File: config.mk
export PLATFORM = sky130hd
export DESIGN_NAME = wb_cal_sched
export DESIGN_NICKNAME = d
export VERILOG_FILES = /design/src/rtl/wb_cal_sched.sv
export SDC_FILE = /design/constraint.sdc
export NUM_CORES = 1
export LEC_CHECK = 0
export ABC_CLOCK_PERIOD_IN_PS = 2290
export BUFFER_PORTS_ARGS = -buffer_cell sky130_fd_sc_hd__buf_2
export CORE_UTILIZATION = 47
export CTS_BUF_LIST = sky130_fd_sc_hd__clkbuf_16
export CTS_CLUSTER_SIZE = 20
export DETAILED_ROUTE_END_ITERATION = 6
export MAX_ROUTING_LAYER = met4
export PLACE_DENSITY = 0.78
export SLEW_MARGIN = 20
export SYNTH_ARGS = -nofsm -noshare
export SYNTH_HDL_FRONTEND = slang
export SYNTH_SLANG_ARGS = --single-unit
File: constraint.sdc
create_clock -name clk_i -period 2.29 [get_ports clk_i]
set_clock_uncertainty 0.15 [all_clocks]
set_input_delay 0.458 -clock clk_i [delete_from_list [all_inputs] [get_ports clk_i]]
set_output_delay 0.458 -clock clk_i [all_outputs]
set_load 0.01 [all_outputs]
File: src/rtl/wb_cal_sched.sv
// wb_cal_sched: frame-synchronous white-balance calibration scheduler.
// Latency: request -> busy_o next cycle; SOF -> cal_stb_o/mode_o next cycle; final SOF -> done_o next cycle.
// Backpressure: none; requests while busy merge into a one-deep pending flag, extra requests are dropped.
//
// Ports:
//   clk_i, rst_i      clock, asynchronous active-high reset
//   sof_i             one-cycle start-of-frame pulse
//   cal_req_i         one-cycle manual calibration request
//   mode_i[1:0]       requested corrector mode, shadowed to mode_o on each SOF
//   period_i          auto-calibration period in frames (0 = off)
//   cal_stb_o         one-cycle calibration strobe, aligned to the cycle after an SOF
//   mode_o[1:0]       frame-aligned corrector mode
//   busy_o            high while armed or calibrating
//   done_o            one-cycle pulse when the calibration hold-off ends
//
// Optional feature: define WB_CAL_SCHED_AUTO_EN to compile in periodic auto-requests.
// Without it period_i is ignored and only cal_req_i starts calibrations.

module wb_cal_sched #(
   parameter int CAL_FRAMES  = 2,
   parameter int FRAME_CNT_W = 8
) (
   input  logic                   clk_i,
   input  logic                   rst_i,
   input  logic                   sof_i,
   input  logic                   cal_req_i,
   input  logic [1:0]             mode_i,
   input  logic [FRAME_CNT_W-1:0] period_i,
   output logic                   cal_stb_o,
   output logic [1:0]             mode_o,
   output logic                   busy_o,
   output logic                   done_o
);

   typedef enum logic [1:0] {
      IDLE  = 2'd0,
      ARMED = 2'd1,
      CAL   = 2'd2
   } state_t;

   localparam logic [7:0] CAL_CNT_END = 8'(CAL_FRAMES);

   state_t     state_q, state_d;
   logic [7:0] cal_cnt_q, cal_cnt_d;
   logic       pend_q, pend_d;
   logic       stb_d, done_d;
   logic       auto_req;
   logic       req;
   logic       accept;   // a request is being turned into an ARMED state this cycle

   assign req = cal_req_i | auto_req;

   // Next-state / next-output logic.
   always_comb begin
      state_d   = state_q;
      cal_cnt_d = cal_cnt_q;
      pend_d    = pend_q;
      stb_d     = 1'b0;
      done_d    = 1'b0;
      accept    = 1'b0;
      case (state_q)
         IDLE: begin
            // A coincident SOF is deliberately not used: the strobe waits for the next one.
            if (req) begin
               state_d = ARMED;
               accept  = 1'b1;
            end
         end
         ARMED: begin
            if (req) pend_d = 1'b1;
            if (sof_i) begin
               state_d   = CAL;
               stb_d     = 1'b1;
               cal_cnt_d = 8'd0;
            end
         end
         CAL: begin
            if (req) pend_d = 1'b1;
            if (sof_i) begin
               // Count cannot wrap: it reaches CAL_CNT_END (<= 255) and leaves CAL first.
               cal_cnt_d = cal_cnt_q + 8'd1;
               if (cal_cnt_d == CAL_CNT_END) begin
                  done_d = 1'b1;
                  // The ending SOF only closes CAL; a pending request re-arms and
                  // waits for the next SOF, which caps the strobe rate.
                  if (pend_q || req) begin
                     state_d = ARMED;
                     pend_d  = 1'b0;
                     accept  = 1'b1;
                  end else begin
                     state_d = IDLE;
                  end
               end
            end
         end
         default: state_d = IDLE;
      endcase
   end

   always_ff @(posedge clk_i or posedge rst_i) begin
      if (rst_i) begin
         state_q   <= IDLE;
         cal_cnt_q <= 8'd0;
         pend_q    <= 1'b0;
         cal_stb_o <= 1'b0;
         done_o    <= 1'b0;
         busy_o    <= 1'b0;
         mode_o    <= 2'd0;
      end else begin
         state_q   <= state_d;
         cal_cnt_q <= cal_cnt_d;
         pend_q    <= pend_d;
         cal_stb_o <= stb_d;
         done_o    <= done_d;
         busy_o    <= (state_d != IDLE);
         if (sof_i) mode_o <= mode_i;
      end
   end

`ifdef WB_CAL_SCHED_AUTO_EN
   logic [FRAME_CNT_W-1:0] frame_cnt_q;
   logic [FRAME_CNT_W-1:0] frame_inc;
   logic                   auto_req_q;

   // Saturating increment of the idle-frame counter.
   always_comb begin
      frame_inc = frame_cnt_q;
      if (frame_cnt_q != {FRAME_CNT_W{1'b1}})
         frame_inc = frame_cnt_q + {{(FRAME_CNT_W-1){1'b0}}, 1'b1};
   end

   assign auto_req = auto_req_q;

   // The >= compare makes a lowered period fire on the next idle SOF.
   always_ff @(posedge clk_i or posedge rst_i) begin
      if (rst_i) begin
         frame_cnt_q <= '0;
         auto_req_q  <= 1'b0;
      end else begin
         auto_req_q <= 1'b0;
         if (accept) begin
            frame_cnt_q <= '0;
         end else if (state_q == IDLE && sof_i) begin
            if (period_i != '0 && frame_inc >= period_i) begin
               auto_req_q  <= 1'b1;
               frame_cnt_q <= '0;
            end else begin
               frame_cnt_q <= frame_inc;
            end
         end
      end
   end
`else
   logic unused_period;

   assign auto_req      = 1'b0;
   assign unused_period = ^period_i;
`endif

endmodule
==> impl_table.tex, run 1 <==
\begin{tabular}{lr}
\hline
Metric & Value \\
\hline
\multicolumn{2}{l}{\textbf{Final layout}} \\
Share of post-route cells with drive strength above 1 & 0.218 \\
Area taken by multi-input logic gates & 490 um\^{}2 \\
Number of fill cells in the layout & 156 \\
Area taken by flip-flops and latches & 400 um\^{}2 \\
\# nets final & 132 \\
Synth-to-Final Area Change & 17.7\% \\
Antenna Cells & 0 \\
Post-Layout Inst Area & 1100 um\^{}2 \\
\multicolumn{2}{l}{\textbf{Clocking}} \\
Clock Root Buffer & sky130\_fd\_sc\_hd\_\_clkbuf\_16 \\
Clock slew at reported path FFs & 0.05 ns \\
Clock buffer depth & 2 \\
Number of buffers inserted by post-CTS setup repair & 0 \\
TritonCTS buffer count & 3 \\
Clock net sink count & 16 \\
Clock latency reported for the late side of the worst-skew pair & 0.24 ns \\
TritonCTS clock tree & built \\
Number of H-tree levels & 1 \\
\multicolumn{2}{l}{\textbf{Yosys}} \\
Most frequent cells after synthesis & sky130\_fd\_sc\_hd\_\_dfrtp\_1 (16), sky130\_fd\_sc\_hd\_\_nand2\_1 (13), sky130\_fd\_sc\_hd\_\_a21oi\_1 (7) \\
Prevailing post-synth register cell & sky130\_fd\_sc\_hd\_\_dfrtp\_1 \\
Portion of synthesized cell area occupied by the leading cell type & 0.428 \\
Mean instance size in the synthesized netlist & 9.64 um\^{}2 \\
Top post-synthesis cells by area & sky130\_fd\_sc\_hd\_\_dfrtp\_1 (43\%), sky130\_fd\_sc\_hd\_\_ha\_1 (8.0\%), sky130\_fd\_sc\_hd\_\_a22o\_1 (5.6\%) \\
Gate count after technology mapping & 97 \\
Top cell type by total area after synthesis & sky130\_fd\_sc\_hd\_\_dfrtp\_1 \\
Most frequent cell after synthesis & sky130\_fd\_sc\_hd\_\_dfrtp\_1 \\
Asr flop ratio synth & 1.00 \\
Yosys warning total & 0 \\
Post-synthesis sequential area ratio & 0.428 \\
Netlist cell types & 33 \\
Number of nets produced by synthesis & 117 \\
EDFF count, synth & 0 \\
Number of storage elements in the synthesis netlist & 16 \\
Synthesized cell area & 935 um\^{}2 \\
\multicolumn{2}{l}{\textbf{Floorplan}} \\
Die Ht & 46.6 um \\
Std cell rows & 15 \\
Die ar. & 2170 um\^{}2 \\
Floorplan die width & 46.6 um \\
Core Footprint & 1800 um\^{}2 \\
Top-level port count & 19 \\
Effective utilization at floorplan & 0.519 \\
\multicolumn{2}{l}{\textbf{STA}} \\
Pins Over Slew Limit & 0 \\
Unrepaired setup endpoints after global routing & false \\
Count of final setup violators & 0 \\
Post-Route Setup TNS & 0 ns \\
Part of the cycle the worst path needs & 0.940 \\
Crit path setup slack, layout & 0.137 ns \\
Relative slew margins & 0.571 \\
Transition time at the pin with the least slew margin & 0.639 ns \\
Min Hold Slack & 0.139 ns \\
Crit path time final & 2.15 ns \\
Final Hold Viols & 0 \\
Highest Clock Rate & 464 MHz \\
\multicolumn{2}{l}{\textbf{Power and ir drop}} \\
Max IR drop VDD & 0.692 mV \\
Share of power burned in the clock network & 0.310 \\
Part of the total power dissipated in sequential elements & 0.360 \\
Internal power contribution & 0.713 mW \\
Power density over cell area & 959 nW/um\^{}2 \\
Combinational power share & 0.330 \\
Sw frac & 0.324 \\
Static leakage & 0.494 nW \\
Sw power & 0.342 mW \\
\multicolumn{2}{l}{\textbf{Route}} \\
Detailed-routing iteration count for the pre-antenna-repair pass & 4 \\
Violation count after the first detailed-routing iteration & 9 \\
Avg WL per Cell & 12.2 um \\
Wire length after detailed routing & 1650 um \\
Via/cell ratio & 5.46 \\
Total DRC errors in the routed layout & 0 \\
Antenna Nets Post-Route & 0 \\
Detailed-route via count & 737 \\
\multicolumn{2}{l}{\textbf{Setup path}} \\
Largest incremental delay on the critical path & 0.48 ns \\
Data arrival at the endpoint of the critical path & 2.12 ns \\
Top delay family on crit path & compound AO/OA/AOI/OAI gates \\
Crit path max fanout & 7 \\
Slowest stage cell, crit path & sky130\_fd\_sc\_hd\_\_or4\_1 \\
Worst path required time & 2.26 ns \\
WP buf/inv & 0 \\
Worst Setup Start Kind & register \\
Critical path endpoint category & register \\
Crit-path cells & ha\_2 -> a311o\_1 -> o21ai\_2 -> a2bb2oi\_2 -> or4\_1 -> a31oi\_2 -> a21oi\_1 \\
Critical path type & register to register \\
\multicolumn{2}{l}{\textbf{Placement}} \\
Post-place instance area & 1020 um\^{}2 \\
Place WS & 0.0860 ns \\
Port-buffer cells & 10 \\
DP Wirelength & 1210 um \\
Final Wtd Congestion & 0.780 \\
\multicolumn{2}{l}{\textbf{Worst hold path}} \\
Kind of path behind the tightest hold check & primary input to async pin \\
\multicolumn{2}{l}{\textbf{GRT}} \\
Antenna violations before repair & 0 \\
Global-route wire length before repair & 2710 um \\
Number of global-route vias before repair & 620 \\
Total routing resource utilization after global routing & 0.192 \\
Global route overflow & 0 \\
Pin count of the biggest net entering global routing & 17 \\
\multicolumn{2}{l}{\textbf{Job}} \\
Max Cap Violations & 0 \\
\multicolumn{2}{l}{\textbf{Status}} \\
Status & completed \\
\hline
\end{tabular}
[metal layers]
metal  up-vias  share of wire  global-route usage
met2        17           0.45               0.272
met3         4          0.041              0.0353
met4         0          0.016               0.135
met1       344           0.49               0.244
li1        372              -                   -
met5         -              0                   -
[power groups by stage]
stage,clock network (mW),registers [mW],logic (mW)
6_report,0.327,0.380,0.348
5_1_grt,0.348,0.391,0.402
4_1_cts,0.339,0.380,0.340
3_5_place_dp,0,0.385,0.338
3_3_place_gp,0,0.379,0.329
2_1_floorplan,0,0.395,0.223
[final cells by class]
type | instances | area share
tap | 25 | 0.0284
clock buffer | 3 | 0.0683
sequential | 16 | 0.364
inverter | 6 | 0.0205
multi-input combinational | 71 | 0.446
timing repair buffer | 14 | 0.0728
[kinds of logic after synthesis]
kind of cell | after synthesis | synth area share
flip-flops | 16 | 0.428
AND/OR/NAND/NOR | 31 | 0.162
buffers and inverters | 10 | 0.0562
adder cells (fa/ha/maj) | 6 | 0.0803
AO/OA/AOI/OAI | 28 | 0.206
XOR/XNOR | 1 | 0.00937
multiplexers | 5 | 0.0576
[worst paths after layout]
check,from,to,slack (ns),cells after the start
hold reg to reg,mode_o[0],mode_o[0],0.36,1
max in group asynchronous,rst_i,cal_cnt_q[6],1.45,2
setup reg to reg,cal_cnt_q[0],busy_o,0.14,7
hold / removal,rst_i,pend_q,0.14,2
setup / recovery,cal_cnt_q[0],busy_o,0.14,7
min in group clk_i,mode_i[0],mode_o[0],0.30,2
[stage by stage]
step                 util  std cells  power, mW
finish              0.610        135       1.05
global route        0.610        135       1.14
CTS                 0.606        135       1.06
detailed placement  0.564        132      0.723
global placement    0.564        132      0.709
floorplan               -         97      0.618
[flip-flops by register name (all words and copies together), names as in the netlist]
name	cells
cal_cnt_q	8
mode_o	2
state_q	2
busy_o	1
cal_stb_o	1
done_o	1
pend_q	1
[layout by cell type (no fill, tap or decap), types with 2 or more instances in the layout]
master and n:
sky130_fd_sc_hd__inv_1 6, sky130_fd_sc_hd__mux2i_1 2, sky130_fd_sc_hd__buf_2 10, sky130_fd_sc_hd__mux2_2 2, sky130_fd_sc_hd__o21ai_1 2, sky130_fd_sc_hd__nor2_1 5, sky130_fd_sc_hd__o21ai_0 6, sky130_fd_sc_hd__ha_1 5
sky130_fd_sc_hd__nand2_1 13, sky130_fd_sc_hd__dfrtp_1 16, sky130_fd_sc_hd__clkbuf_16 3, sky130_fd_sc_hd__a22o_1 6, sky130_fd_sc_hd__nand3_1 3, sky130_fd_sc_hd__a21oi_1 7, sky130_fd_sc_hd__buf_4 4
[what timing repair did]
| action | CTS | global route |
|---|---|---|
| hold buffers | 0 | 0 |
| gates resized for setup | 0 | 2 |
| hold endpoints to repair | 0 | 0 |
| setup endpoints to repair | 0 | 1 |
Note: power is estimated with default switching activity, not from simulation.
==> inputs of run 2 (changes only) <==
- ABC_CLOCK_PERIOD_IN_PS: 2290 -> 2000
- CORE_UTILIZATION: 47 -> 52
- PLACE_DENSITY: 0.78 -> 0.81
- clock period: 2.29 -> 2 ns (I/O delays scaled with it)
==> run 2 against run 1 <==
The run now ends with negative setup slack left. Setup slack lost 0.21 ns. Total power rose by 33%. Via count increased by 11%. Global-route usage increased by 7.9 points. Combinational power increased by 59%. Critical path depth stayed put. Wire length increased by 42%. Clock power up 22%. Flip-flop and latch count unchanged. Critical path type unchanged. Highest routed layer unchanged.
==> impl_table.tex, run 2 (synthesis results as in run 1) <==
\begin{tabular}{lr}
\hline
Metric & Value \\
\hline
\multicolumn{2}{l}{\textbf{GRT}} \\
Global-route wire length before repair & 3560 um (+31\%) \\
Met3 track demand over resource & 0.0612 (+0.0259) \\
Fraction of met1 tracks used by global routing & 0.311 (+0.0673) \\
Met2 global-route usage & 0.438 (+0.166) \\
GRT busiest layer & met2 \\
Pin count of the biggest net entering global routing & 17 (unchanged) \\
Antenna violations before repair & 0 (unchanged) \\
Global route overflow & 0 (unchanged) \\
Number of global-route vias before repair & 788 (+27\%) \\
Total routing resource utilization after global routing & 0.272 (+0.0793) \\
\multicolumn{2}{l}{\textbf{Setup path}} \\
Top delay family on crit path & compound AO/OA/AOI/OAI gates \\
Data arrival at the endpoint of the critical path & 2.06 ns (-0.06 ns) \\
Worst R2R End & busy\_o \\
Crit-path cells & ha\_4 -> a311o\_1 -> o21ai\_2 -> a2bb2oi\_2 -> or4\_4 -> a31oi\_4 -> a21oi\_1 \\
Worst path required time & 1.99 ns (-0.27 ns) \\
Cell depth of the worst flop-to-flop path & 7 (unchanged) \\
Critical path type & register to register \\
Critical path endpoint category & register \\
Largest incremental delay on the critical path & 0.50 ns (+0.02 ns) \\
WP buf/inv & 0 (unchanged) \\
Launching point of the worst reg2reg path & cal\_cnt\_q[0] \\
Worst setup slack for register-to-register paths & -0.07 ns (-0.21 ns) \\
Worst Setup Start Kind & register \\
Slowest stage cell, crit path & sky130\_fd\_sc\_hd\_\_or4\_4 \\
Crit path max fanout & 6 (-1) \\
\multicolumn{2}{l}{\textbf{Clocking}} \\
TritonCTS clock tree & built \\
Clock Root Buffer & sky130\_fd\_sc\_hd\_\_clkbuf\_16 \\
Post-cts hold buffer count & 0 (unchanged) \\
TritonCTS buffer count & 3 (unchanged) \\
Clock latency reported for the late side of the worst-skew pair & 0.25 ns (about the same) \\
Clock net sink count & 16 (unchanged) \\
Clock buffer depth & 2 (unchanged) \\
Number of H-tree levels & 1 (unchanged) \\
Clock slew at reported path FFs & 0.05 ns (about the same) \\
\multicolumn{2}{l}{\textbf{Placement}} \\
Final Wtd Congestion & 0.805 (+3.2\%) \\
Placed cells & 143 (+8.3\%) \\
Post-place instance area & 1120 um\^{}2 (+10\%) \\
DP Wirelength & 1500 um (+24\%) \\
Port-buffer cells & 10 (unchanged) \\
\multicolumn{2}{l}{\textbf{Status}} \\
Status & finished, violations left \\
Failing checks & negative setup slack \\
\multicolumn{2}{l}{\textbf{STA}} \\
Unrepaired setup endpoints after global routing & true \\
Final Hold Viols & 0 (unchanged) \\
Highest Clock Rate & 483 MHz (+3.9\%) \\
Crit path time final & 2.07 ns (-0.0806 ns) \\
Post-Route Setup TNS & -0.139 ns (-0.139 ns) \\
Pins Over Slew Limit & 0 (unchanged) \\
Part of the cycle the worst path needs & 1.04 (+0.0960) \\
Transition time at the pin with the least slew margin & 0.602 ns (-0.0372 ns) \\
Relative slew margins & 0.598 (+0.0272) \\
Crit path setup slack, layout & -0.0723 ns (-0.209 ns) \\
Count of final setup violators & 2 (+2) \\
\multicolumn{2}{l}{\textbf{Power and ir drop}} \\
Static leakage & 0.577 nW (+17\%) \\
Power density over cell area & 1110 nW/um\^{}2 (+16\%) \\
Total power & 1.40 mW (+33\%) \\
Max IR drop VDD & 0.958 mV (+38\%) \\
\multicolumn{2}{l}{\textbf{Floorplan}} \\
Die ar. & 1970 um\^{}2 (-9.2\%) \\
Die Ht & 44.4 um (-4.7\%) \\
Floorplan die width & 44.4 um (-4.7\%) \\
Effective utilization at floorplan & 0.586 (+0.0676) \\
Core Footprint & 1590 um\^{}2 (-12\%) \\
Std cell rows & 14 (-1) \\
Top-level port count & 19 (unchanged) \\
\multicolumn{2}{l}{\textbf{Final layout}} \\
\# nets final & 147 (+11\%) \\
Biggest registers after layout & cal\_cnt\_q: 8 flops, mode\_o: 2 flops, state\_q: 2 flops \\
Number of cells in the finished layout apart from fillers & 150 (+11\%) \\
Top library cells by usage in the layout, fill and taps aside & sky130\_fd\_sc\_hd\_\_buf\_4 (19), sky130\_fd\_sc\_hd\_\_dfrtp\_1 (16), sky130\_fd\_sc\_hd\_\_nand2\_1 (13) \\
Number of flip-flops in the largest register & 8 (unchanged) \\
Antenna Cells & 0 (unchanged) \\
Number of fill cells in the layout & 87 (-44\%) \\
Synth-to-Final Area Change & 34.5\% \\
Most common cell after layout, fill and taps aside & sky130\_fd\_sc\_hd\_\_buf\_4 \\
Post-Layout Inst Area & 1260 um\^{}2 (+14\%) \\
Top register by number of flip-flops & cal\_cnt\_q \\
Share of post-route cells with drive strength above 1 & 0.349 (+0.131) \\
\multicolumn{2}{l}{\textbf{Route}} \\
Via/cell ratio & 5.47 (+0.26\%) \\
Detailed-routing iteration count for the pre-antenna-repair pass & 4 (unchanged) \\
Avg WL per Cell & 15.6 um (+28\%) \\
Wire length after detailed routing & 2340 um (+42\%) \\
Antenna Nets Post-Route & 0 (unchanged) \\
Total DRC errors in the routed layout & 0 (unchanged) \\
Detailed-route via count & 821 (+11\%) \\
Violation count after the first detailed-routing iteration & 22 (+13) \\
\multicolumn{2}{l}{\textbf{Job}} \\
Max Cap Violations & 0 (unchanged) \\
\multicolumn{2}{l}{\textbf{Worst hold path}} \\
Kind of path behind the tightest hold check & primary input to async pin \\
\hline
\end{tabular}
==> run 2: timing repair <==
item	in CTS	in global routing
endpoints found under the setup margin	2	4
pin swaps	2	1
gates resized for setup	0	8
setup buffers	3	0
hold endpoints to repair	0	0
==> run 2: report_power, final <==
part | internal (mW) | leakage (nW) | switching [mW]
Clock | 0.266 | 0.0385 | 0.133
Combinational | 0.250 | 0.331 | 0.304
Sequential | 0.392 | 0.208 | 0.0539
==> run 2: worst max path at each step <==
stage                  from     end  slack [ns]  cells after the start
6_report       cal_cnt_q[0]  busy_o       -0.07                      7
5_1_grt        cal_cnt_q[0]  busy_o       -0.11                      7
4_1_cts        cal_cnt_q[0]  busy_o       -0.05                      7
3_5_place_dp   cal_cnt_q[0]  busy_o       -0.11                      7
3_3_place_gp   cal_cnt_q[0]  busy_o       -0.07                      7
2_1_floorplan  cal_cnt_q[0]  busy_o       -0.03                      7
==> run 2: cell type report <==
class	count	area [um^2]	area share
multi-input cells	71	533	0.424
flip-flops and latches	16	400	0.318
repair buffers	29	193	0.153
clock buffers	3	75.1	0.0597
well taps	24	30.0	0.0239
inverters	6	22.5	0.0179
clock inverters	1	3.75	0.00299
==> run 2: worst register-to-register path: cells and delay by family, from the launching register on <==
kind	cells	cell delay [ns]
AO/OA/AOI/OAI	5	0.71
AND/OR/NAND/NOR	1	0.50
flip-flops	1	0.41
adder cells (fa/ha/maj)	1	0.20
==> run 2: per-layer routing <==
| metal | vias to the layer above | wire length (um) |
|---|---|---|
| met5 | - | 0 |
| met2 | 34 | 1170 |
| met1 | 377 | 978 |
| met3 | 7 | 125 |
| li1 | 403 | - |
| met4 | 0 | 63 |
==> run 2: metrics by stage <==
step	utilization	setup slack (ns)	hold WS [ns]
2_1_floorplan	-	-0.0256	0.164
3_3_place_gp	0.701	-0.0695	0.338
3_5_place_dp	0.701	-0.106	0.346
4_1_cts	0.765	-0.0534	0.0812
5_1_grt	0.789	-0.115	0.125
6_report	0.789	-0.0723	0.0585
==> inputs of run 3 (changes only) <==
- SKIP_CTS_REPAIR_TIMING: not set -> 1
==> run 3 against run 2 <==
The run still ends with negative setup slack left. Count of clock-buffer cells in the layout is the same. Non-clock buffer count shrank 2. Clock power decreased by 3%. Largest cell class unchanged.
==> impl_table.tex, run 3 (synthesis results as in run 1) <==
\begin{tabular}{lr}
\hline
Metric & Value \\
\hline
\multicolumn{2}{l}{\textbf{Setup path}} \\
Slowest stage cell, crit path & sky130\_fd\_sc\_hd\_\_or4\_4 \\
Crit-path cells & ha\_4 -> a311o\_1 -> o21ai\_2 -> a2bb2oi\_2 -> or4\_4 -> a31oi\_4 -> a21oi\_1 \\
Launching point of the worst reg2reg path & cal\_cnt\_q[0] \\
Cell depth of the worst flop-to-flop path & 7 (unchanged) \\
Largest incremental delay on the critical path & 0.49 ns (about the same) \\
Worst R2R End & busy\_o \\
Data arrival at the endpoint of the critical path & 2.08 ns (+0.02 ns) \\
Critical path type & register to register \\
Critical path endpoint category & register \\
Worst path required time & 1.96 ns (-0.03 ns) \\
Crit path max fanout & 6 (unchanged) \\
Worst setup slack for register-to-register paths & -0.12 ns (-0.04 ns) \\
Worst Setup Start Kind & register \\
\multicolumn{2}{l}{\textbf{Final layout}} \\
Antenna Cells & 0 (unchanged) \\
Biggest registers after layout & cal\_cnt\_q: 8 flops, mode\_o: 2 flops, state\_q: 2 flops \\
Share of post-route cells with drive strength above 1 & 0.331 (-0.0186) \\
Final core area utilization & 0.775 (-0.0141) \\
Number of cells in the finished layout apart from fillers & 148 (-1.3\%) \\
Number of flip-flops in the largest register & 8 (unchanged) \\
Top library cells by usage in the layout, fill and taps aside & sky130\_fd\_sc\_hd\_\_buf\_4 (17), sky130\_fd\_sc\_hd\_\_dfrtp\_1 (15), sky130\_fd\_sc\_hd\_\_nand2\_1 (13) \\
Synth-to-Final Area Change & 32.1\% \\
Most common cell after layout, fill and taps aside & sky130\_fd\_sc\_hd\_\_buf\_4 \\
Top register by number of flip-flops & cal\_cnt\_q \\
\# nets final & 145 (-1.4\%) \\
\multicolumn{2}{l}{\textbf{Placement}} \\
Final Wtd Congestion & 0.805 (unchanged) \\
Port-buffer cells & 10 (unchanged) \\
Placed cells & 143 (unchanged) \\
Place WS & -0.106 ns (unchanged) \\
DP Wirelength & 1500 um (unchanged) \\
\multicolumn{2}{l}{\textbf{Route}} \\
Violation count after the first detailed-routing iteration & 26 (+18\%) \\
Via/cell ratio & 5.49 (+0.24\%) \\
Detailed-route via count & 812 (-1.1\%) \\
Total DRC errors in the routed layout & 0 (unchanged) \\
Detailed-routing iteration count for the pre-antenna-repair pass & 5 (+1) \\
Wire length after detailed routing & 2250 um (-4.0\%) \\
Avg WL per Cell & 15.2 um (-2.7\%) \\
Antenna Nets Post-Route & 0 (unchanged) \\
\multicolumn{2}{l}{\textbf{Clocking}} \\
Number of H-tree levels & 1 (unchanged) \\
TritonCTS buffer count & 3 (unchanged) \\
Clock latency reported for the late side of the worst-skew pair & 0.25 ns (about the same) \\
Clock slew at reported path FFs & 0.05 ns (about the same) \\
TritonCTS clock tree & built \\
Clock net sink count & 16 (unchanged) \\
Clock buffer depth & 2 (unchanged) \\
Clock Root Buffer & sky130\_fd\_sc\_hd\_\_clkbuf\_16 \\
\multicolumn{2}{l}{\textbf{Power and ir drop}} \\
Power density over cell area & 1110 nW/um\^{}2 (-0.46\%) \\
Total power & 1.37 mW (-2.2\%) \\
Static leakage & 0.565 nW (-2.2\%) \\
Max IR drop VDD & 0.945 mV (-1.3\%) \\
\multicolumn{2}{l}{\textbf{STA}} \\
Count of final setup violators & 2 (unchanged) \\
Transition time at the pin with the least slew margin & 0.605 ns (+0.00271 ns) \\
Final Hold Viols & 0 (unchanged) \\
Post-Route Setup TNS & -0.167 ns (-0.0280 ns) \\
Highest Clock Rate & 472 MHz (-2.1\%) \\
Relative slew margins & 0.597 (-0.00181) \\
Part of the cycle the worst path needs & 1.06 (+0.0224) \\
Crit path setup slack, layout & -0.117 ns (-0.0449 ns) \\
Crit path time final & 2.12 ns (+0.0449 ns) \\
Unrepaired setup endpoints after global routing & true \\
Pins Over Slew Limit & 0 (unchanged) \\
\multicolumn{2}{l}{\textbf{Floorplan}} \\
Die Ht & 44.4 um (unchanged) \\
Die ar. & 1970 um\^{}2 (unchanged) \\
Floorplan die width & 44.4 um (unchanged) \\
Core Footprint & 1590 um\^{}2 (unchanged) \\
Top-level port count & 19 (unchanged) \\
Effective utilization at floorplan & 0.586 (unchanged) \\
Std cell rows & 14 (unchanged) \\
\multicolumn{2}{l}{\textbf{GRT}} \\
Antenna violations before repair & 0 (unchanged) \\
Global-route wire length before repair & 3480 um (-2.1\%) \\
Total routing resource utilization after global routing & 0.266 (-0.00533) \\
Number of global-route vias before repair & 787 (-0.13\%) \\
Pin count of the biggest net entering global routing & 17 (unchanged) \\
Global route overflow & 0 (unchanged) \\
\multicolumn{2}{l}{\textbf{Status}} \\
Failing checks & negative setup slack \\
Status & finished, violations left \\
\multicolumn{2}{l}{\textbf{Job}} \\
Max Cap Violations & 0 (unchanged) \\
\multicolumn{2}{l}{\textbf{Worst hold path}} \\
Kind of path behind the tightest hold check & primary input to async pin \\
\hline
\end{tabular}
run 3: worst max-delay path by stage:
| stage | startpoint | end | slack [ns] | depth (start not counted) |
|---|---|---|---|---|
| 2_1_floorplan | cal_cnt_q[0] | busy_o | -0.03 | 7 |
| 3_3_place_gp | cal_cnt_q[0] | busy_o | -0.07 | 7 |
| 3_5_place_dp | cal_cnt_q[0] | busy_o | -0.11 | 7 |
| 4_1_cts | cal_cnt_q[0] | busy_o | -0.13 | 7 |
| 5_1_grt | cal_cnt_q[0] | busy_o | -0.16 | 7 |
| 6_report | cal_cnt_q[0] | busy_o | -0.12 | 7 |
run 3: power breakdown:
part	internal (mW)	leakage, nW	total (mW)	switching [mW]
logic	0.232	0.320	0.535	0.302
clock network	0.265	0.0385	0.387	0.122
registers	0.392	0.207	0.445	0.0529
total	0.890	0.565	1.37	0.478
run 3: layout make-up:
| class | instances | area (um^2) |
|---|---|---|
| Multi-Input combinational cell | 71 | 524 |
| Tap cell | 24 | 30.0 |
| Clock buffer | 3 | 75.1 |
| Fill cell | 90 | 359 |
| Inverter | 6 | 22.5 |
| Timing Repair Buffer | 27 | 178 |
| Sequential cell | 16 | 402 |
| Clock inverter | 1 | 3.75 |
run 3: layer usage:
| layer | wire length (um) | track usage |
|---|---|---|
| met2 | 1130 | 0.432 |
| met3 | 123 | 0.0612 |
| met5 | 0 | - |
| met4 | 44 | 0.152 |
| met1 | 947 | 0.301 |
run 3: per-stage QoR:
| stage | instance area [um^2] | hold slack, ns |
|---|---|---|
| after floorplan | 947 | 0.164 |
| after global placement | 1120 | 0.338 |
| after detailed placement | 1120 | 0.346 |
| after CTS | 1200 | 0.0812 |
| after global routing | 1230 | 0.133 |
| final | 1230 | 0.0666 |
run 3: critical path, delay by kind of cell (launching register included):
family,cells,cell delay (ns)
AOI/OAI and AO/OA,5,0.73
adders and majority gates,1,0.20
and+or+nand+nor,1,0.49
DFF,1,0.41
